## src/rtl/simple_dma_controller.sv

```systemverilog
// simple_dma_controller: bus-master stage behind the simple DMA device.
// Latches the device request bundle on a rising dev_rqst, then moves one
// 16-bit word at a time over the openMSP430 DMA port. Each completed word
// is acked to the device, and a one-cycle end pulse closes the transfer.
module simple_dma_controller #(
   parameter logic PRIORITY = 1'b0
) (
   input  logic        mclk,
   input  logic        reset,
   // device side
   input  logic        dev_rqst,
   input  logic        dev_rd_wr,
   input  logic [15:0] dev_start_address,
   input  logic [15:0] dev_num_words,
   input  logic        dev_rdy,
   input  logic [15:0] dev_data,
   output logic        xfer_ack,
   output logic [15:0] xfer_data,
   output logic        xfer_end,
   output logic        xfer_err,
   // memory side
   output logic [14:0] dma_addr,
   output logic [15:0] dma_din,
   output logic        dma_en,
   output logic [1:0]  dma_we,
   output logic        dma_priority,
   input  logic [15:0] dma_dout,
   input  logic        dma_ready,
   input  logic        dma_resp
);

   localparam logic [2:0] IDLE     = 3'd0;
   localparam logic [2:0] WAIT_DEV = 3'd1;
   localparam logic [2:0] MEM_REQ  = 3'd2;
   localparam logic [2:0] RD_DATA  = 3'd3;
   localparam logic [2:0] DONE     = 3'd4;

   logic [2:0]  state;
   logic        rqst_d;
   logic [15:0] cur_addr;
   logic [15:0] remaining;
   logic        dir;        // 1: memory->device
   logic [15:0] din_q;
   logic        rd_held;    // read word already captured, waiting on dev_rdy
   logic        err_q;      // error seen, reported with the end pulse

   logic        start;
   logic        last_word;
   logic [15:0] next_addr;
   logic [15:0] next_rem;

   // Only an edge on the request starts a transfer; a held level does not.
   assign start     = dev_rqst & ~rqst_d;
   assign last_word = (remaining == 16'd1);
   // Byte address steps by one word; wraps naturally at 16 bits.
   assign next_addr = cur_addr + 16'd2;
   assign next_rem  = remaining - 16'd1;

   // Memory port is driven straight from the state so reset drops dma_en at once.
   assign dma_en       = (state == MEM_REQ);
   assign dma_addr     = cur_addr[15:1];
   assign dma_we       = (state == MEM_REQ && !dir) ? 2'b11 : 2'b00;
   assign dma_din      = din_q;
   assign dma_priority = PRIORITY;

   // Request history for edge detection.
   always_ff @(posedge mclk or posedge reset) begin
      if (reset) rqst_d <= 1'b0;
      else       rqst_d <= dev_rqst;
   end

   // Transfer sequencer: word loop, per-word ack, error and abort handling.
   always_ff @(posedge mclk or posedge reset) begin
      if (reset) begin
         state     <= IDLE;
         cur_addr  <= 16'h0000;
         remaining <= 16'h0000;
         dir       <= 1'b0;
         din_q     <= 16'h0000;
         rd_held   <= 1'b0;
         err_q     <= 1'b0;
         xfer_ack  <= 1'b0;
         xfer_data <= 16'h0000;
         xfer_end  <= 1'b0;
         xfer_err  <= 1'b0;
      end else begin
         xfer_ack <= 1'b0;
         xfer_end <= 1'b0;
         xfer_err <= 1'b0;
         case (state)
            IDLE: begin
               if (start) begin
                  cur_addr  <= dev_start_address & 16'hFFFE;
                  remaining <= dev_num_words;
                  dir       <= dev_rd_wr;
                  err_q     <= 1'b0;
                  rd_held   <= 1'b0;
                  if (dev_num_words == 16'd0) state <= DONE;
                  else if (dev_rd_wr)         state <= MEM_REQ;
                  else                        state <= WAIT_DEV;
               end
            end
            WAIT_DEV: begin
               if (!dev_rqst) begin
                  state <= IDLE;
               end else if (dev_rdy) begin
                  din_q <= dev_data;
                  state <= MEM_REQ;
               end
            end
            MEM_REQ: begin
               // Never withdraw an access once raised; decide only on acceptance.
               if (dma_ready) begin
                  if (!dev_rqst) begin
                     state <= IDLE;
                  end else if (dir) begin
                     rd_held <= 1'b0;
                     state   <= RD_DATA;
                  end else if (dma_resp) begin
                     err_q <= 1'b1;
                     state <= DONE;
                  end else begin
                     xfer_ack  <= 1'b1;
                     cur_addr  <= next_addr;
                     remaining <= next_rem;
                     state     <= last_word ? DONE : WAIT_DEV;
                  end
               end
            end
            RD_DATA: begin
               if (!dev_rqst) begin
                  state <= IDLE;
               end else if (!rd_held && dma_resp) begin
                  err_q <= 1'b1;
                  state <= DONE;
               end else begin
                  // Read data is only valid in the first cycle; keep it in xfer_data.
                  if (!rd_held) xfer_data <= dma_dout;
                  if (dev_rdy) begin
                     xfer_ack  <= 1'b1;
                     rd_held   <= 1'b0;
                     cur_addr  <= next_addr;
                     remaining <= next_rem;
                     state     <= last_word ? DONE : MEM_REQ;
                  end else begin
                     rd_held <= 1'b1;
                  end
               end
            end
            DONE: begin
               xfer_end <= 1'b1;
               xfer_err <= err_q;
               err_q    <= 1'b0;
               state    <= IDLE;
            end
            default: state <= IDLE;
         endcase
      end
   end

endmodule

```

## config.mk

```make
export PLATFORM = sky130hd
export DESIGN_NAME = simple_dma_controller
export DESIGN_NICKNAME = d
export VERILOG_FILES = /design/src/rtl/simple_dma_controller.sv
export SDC_FILE = /design/constraint.sdc
export NUM_CORES = 1
export LEC_CHECK = 0
export BUFFER_PORTS_ARGS = -buffer_cell sky130_fd_sc_hd__buf_2
export CAP_MARGIN = 25
export CORE_AREA = 2 2 94 96
export CTS_CLUSTER_SIZE = 30
export DETAILED_ROUTE_END_ITERATION = 7
export DIE_AREA = 0 0 96 98
export PLACE_DENSITY_LB_ADDON = 0.25
export SLEW_MARGIN = 40
export SYNTH_ARGS = -nofsm -noshare
export SYNTH_HDL_FRONTEND = slang
export SYNTH_SLANG_ARGS = --single-unit
```

## constraint.sdc

```tcl
create_clock -name mclk -period 2.2 [get_ports mclk]
set_input_delay 0.44 -clock mclk [delete_from_list [all_inputs] [get_ports mclk]]
set_output_delay 0.44 -clock mclk [all_outputs]
set_load 0.02 [all_outputs]
```

# Word level (Yosys, flattened, before mapping)
# Cells that the tools add are included.
# word_totals
regBits	74
in_bits	71
word_cells	110
out_inout_bits	54
# op_classes
bitwise	4
addsub	2
mux	59
reduce_logical	15
n_eq_ne	18
# op_table
op	count
two-way mux 16 bit	16
one-hot mux 16 bit (3 select lines)	2
two-way mux 3 bit	13
two-way mux 1 bit	22
adder 16 x 2 -> 16 bit, second input constant	1
== test 16 x 1 -> 1 bit, second input constant	1
logical NOT 16 bit	1
!= test 2 bit, second input constant	8
subtractor 16 x 1 -> 16 bit, second input constant	1
one-hot mux 3 bit (4 select lines)	1
AND reduction 9 bit	1
AND reduction 4 bit	2
AND reduction 8 bit	1
AND reduction 7 bit	1
== test 3 x 2 -> 1 bit, second input constant	2
!= test 2 x 1 -> 1 bit, second input constant	3
two-way mux 2 bit	2
!= test 4 bit, second input constant	1
one-hot mux 1 bit (4 select lines)	1
nonzero test 4 bit	1
== test 3 x 1 -> 1 bit, second input constant	1
== test 3 bit, second input constant	1
logical NOT 3 bit	1
!= test 3 bit, second input constant	1
other kinds (9)	13

# Longest topological paths before layout
# logic_depth
depth_word	7
ltp_mapped	8
mapped_depth_nobuf	7

# Worst setup path before layout
# Ideal clock, no wire load.
# synth_path
path_type	register -> output
startpoint	reg state[2]
endpoint	out dma_we[1]
n_path_buf	3
path_stages_with_launch	6
arrival_ps	1736
required_ps	1760
slack_ps	24
path_cell_list	dfrtp_1 > clkbuf_1 > nand2b_1 > clkbuf_1 > nor3_1 > buf_4
# synth_via
elab_chain_cells	3
# synth_rtl
element	line_no	text
start, declared	38	logic [2:0] state;
start signal, assigned	126	state <= last_word ? DONE : WAIT_DEV;
start signal, assigned	144	state <= last_word ? DONE : MEM_REQ;
== test 3 x 2 -> 1 bit	62	assign dma_we = (state == MEM_REQ && !dir) ? 2'b11 : 2'b00;
logical AND 1 bit	62	
two-way mux 2 bit	62	
end, declared	25	output logic [1:0] dma_we,
# No other way between the ends.

# Worst setup path after layout
# layout_path
startpoint	reg state[0]
endpoint	reg cur_addr[15]
# layout_via
elab_chain_cells	3
word_cells_on_any_way	14
cone_classes	eq/ne: 10; mux: 1; reduce/logical: 3
# layout_rtl
element	line_no	text
== test 3 x 2 -> 1 bit or logical NOT 3 bit (tied branches)	90	case (state)
!= test 2 bit (no line) (tied with other cells)	--	
AND reduction 9 bit (no line)	--	
end signal, assigned	93	cur_addr <= dev_start_address & 16'hFFFE;
end signal, assigned	124	cur_addr <= next_addr;
end signal, assigned	142	cur_addr <= next_addr;
end, declared	40	logic [15:0] cur_addr;
# Parallel ways exist; a longest one is shown, timed or not.
# A chain may end at the register's enable or synchronous reset.

==> impl_results.md <==
- WL/cell: 15.5 um
- Met3 WL post-DR: 588 um
- Fin Clk Skew: 0.0114 ns
- Unique cell type count in the Yosys netlist: 52
- Vias per cell: 5.56
- Fillers: 773
- Port Buffers: 122
- Std cell rows: 34
- Slowest cell delay on critical path: 0.49 ns
- Post-detail-place hpwl: 6640 um
- Kind of critical path: flop to flop
- Worst Hold Class: input port to asynchronous set/reset pin
- Std-Cell Core Area: 8470 um^2
- Synthesized netlist cell count: 377
- Critical Path RT: 2.43 ns
- Clk Latency, worst-skew pair: 0.34 ns
- WP data arrival: 2.26 ns
- Area grow syn2layout: 26.4%
- Power share of the combinational group: 0.478
- Switching pwr: 2.96 mW
- Worst-Margin Slew: 0.561 ns
- Final count of hold timing violations: 0
- CTS Buf Count: 9
- Commonest non-fill, non-tap cell in the layout: buf_2
- Clock sinks: 73
- Post-Place Cell Area: 4560 um^2
- Initial Util: 0.448
- Dpl ws: 0.0412 ns
- Sequential Area: 1830 um^2
- DRT Pass-1 Iters: 4
- CTS tree: done
- Ys flop type: dfrtp_1
- Post-route cell area: 4800 um^2
- Reg2reg path depth: 7
- Avg Inst Size Synth: 10.1 um^2
- Drt first-iter violations: 227
- Ys async rst share: 1.00
- Leak: 2.23 nW
- CTS clock-pin slew for the worst setup and hold paths: 0.08 ns
- Routed met1 length: 4370 um
- Crit path buf inv count: 2
- Setup ws final: 0.167 ns
- Final ANT Viol Nets: 0
- Fmax: 0.492 GHz
- # nets final: 571
- RSZ-0062 raised after global routing: false
- Sw frac: 0.421
- Synth warnings: 0
- Antenna cell count: 0
- Syn Nets: 451
- Period utilisation layout: 0.924
- Pwr dens: 1470 nW/um^2
- Yosys reg bits: 73
- Worst VDD drop: 0.742 mV
- Number of global-route vias before repair: 3,189
- Slew headroom: 0.623
- Pint: 4.07 mW
- Post-layout minimum cycle time: 2.03 ns
- Metal2 WL: 4420 um
- Worst r2r src: state[0]
- Share of layout cells above drive strength 1: 0.386
- Grt ovf: 0
- Die area: 9410 um^2
- Number of flops mapped to enable cells by yosys: 0
- Top delay family on crit path: simple AND/OR/NAND/NOR gates
- Setup bufs post-CTS: 0
- Antenna violations before repair: 0
- Post-cts repair resize count: 1
- Critical-path top delay cell: or4_1
- Global routing usage summed across all routing layers: 0.204
- MaxCap Viol Count: 0
- Seq pwr share: 0.349
- Status: finished, final reports clean
- Final GP Congestion: 0.897
- H-tree Lvls: 3
- First-pass GRT wire length: 15,100 um
- Post-route core utilization: 0.567
- Pin count of the biggest net entering global routing: 57
- Max clock buf depth: 2
- Commonest cells after routing, fill and taps aside: 122 x buf_2, 72 x dfrtp_1, 29 x nand2_1, 28 x a21oi_1, 26 x nor2_1
- Post-Syn Area: 3800 um^2
- Num ports: 125
- Die Wd: 96 um
- Startpoint types: flop
- DRC viols: 0
- Footprint of the multi-input gates: 1810 um^2
- Crit-path max FO: 34
- Slew Viols, Final: 0
- Seq/Total Area, Yosys: 0.481
- Clock root buffer: clkbuf_8
- Top layer in use: met4
- Setup tns final: 0 ns
- Final setup vio count: 0
- Reg2reg setup slack: 0.17 ns
- Reg2Reg Capture Point: cur_addr[15]
- Clock network power share: 0.172
- CP Capture Type: flop
- Routed wire length: 9470 um
- Hold-fix buffers at CTS: 0
- CP cell instances: buf_4 > nor2b_1 > or4_1 > and3_1 > buf_12 > o21a_1 > o22a_1
- Die Height: 98 um
- Vias: 3,394
- Hold_ws: 0.232 ns
[power groups by stage]
stage | registers, mW | logic, mW | clock network [mW]
3_3_place_gp | 2.43 | 3.28 | 0
5_1_grt | 2.54 | 3.71 | 1.30
4_1_cts | 2.45 | 3.39 | 1.24
3_5_place_dp | 2.47 | 3.37 | 0
2_1_floorplan | 2.87 | 1.85 | 0
6_report | 2.46 | 3.37 | 1.21
[Yosys cell counts (all sizes together) (7+ instances only)]
cell type / instances / share of area
nor3: 14 / 0.018
dfrtp: 73 / 0.48
nor4: 9 / 0.015
a21oi: 28 / 0.037
nand2: 29 / 0.029
mux2: 33 / 0.11
o22ai: 7 / 0.012
clkbuf: 15 / 0.015
inv: 8 / 0.0079
a2bb2oi: 8 / 0.018
nor2: 26 / 0.026
nand3: 11 / 0.015
o22a: 7 / 0.016
o21ai: 24 / 0.032
a31oi: 7 / 0.012
buf: 12 / 0.024
[area by class of cell]
class	instances	share of cell area
clock buffers	12	0.0323
clock inverters	4	0.0154
inverters	8	0.00704
multi-input cells	269	0.376
flip-flops and latches	73	0.381
well taps	108	0.0282
repair buffers	136	0.160
[flip-flops by register name, indices dropped and copies added, names as in the netlist, 3 cells and up]
name,count
cur_addr,15
dma_din,16
remaining,16
state,3
xfer_data,16
[cells by family after synthesis]
kind of cell | share of synthesized area
AND/OR/NAND/NOR | 0.172
AO/OA/AOI/OAI | 0.181
flip-flops | 0.481
buffers and inverters | 0.0465
multiplexers | 0.108
adder cells (fa/ha/maj) | 0.00989
other | 0.000988
[worst max path at each step]
stage                         to  cells after the start         from  slack [ns]
floorplan              dma_we[1]                      5     state[2]        0.02
global placement    cur_addr[15]                      7    dma_ready        0.06
finish              cur_addr[15]                      7     state[0]        0.17
CTS                    dma_we[1]                      4     state[1]        0.07
global route        cur_addr[13]                      6  cur_addr[2]        0.02
detailed placement  cur_addr[15]                      7    dma_ready        0.04
[worst min-delay path: stages]
cell	delay [ns]
buf_2	0.11
clkinvlp_4	0.06
buf_4	0.39
[metal layers]
metal,global-route usage,vias to the layer above
met1,0.278,1628
li1,-,1647
met2,0.324,111
met3,0.0409,8
met5,0,-
met4,0.0692,0
[stage by stage]
step	std cells	total power [mW]
3_3_place_gp	594	5.71
6_report	610	7.04
5_1_grt	610	7.56
2_1_floorplan	377	4.73
3_5_place_dp	594	5.84
4_1_cts	610	7.07
No activity file was read; power rests on OpenSTA's default activity.
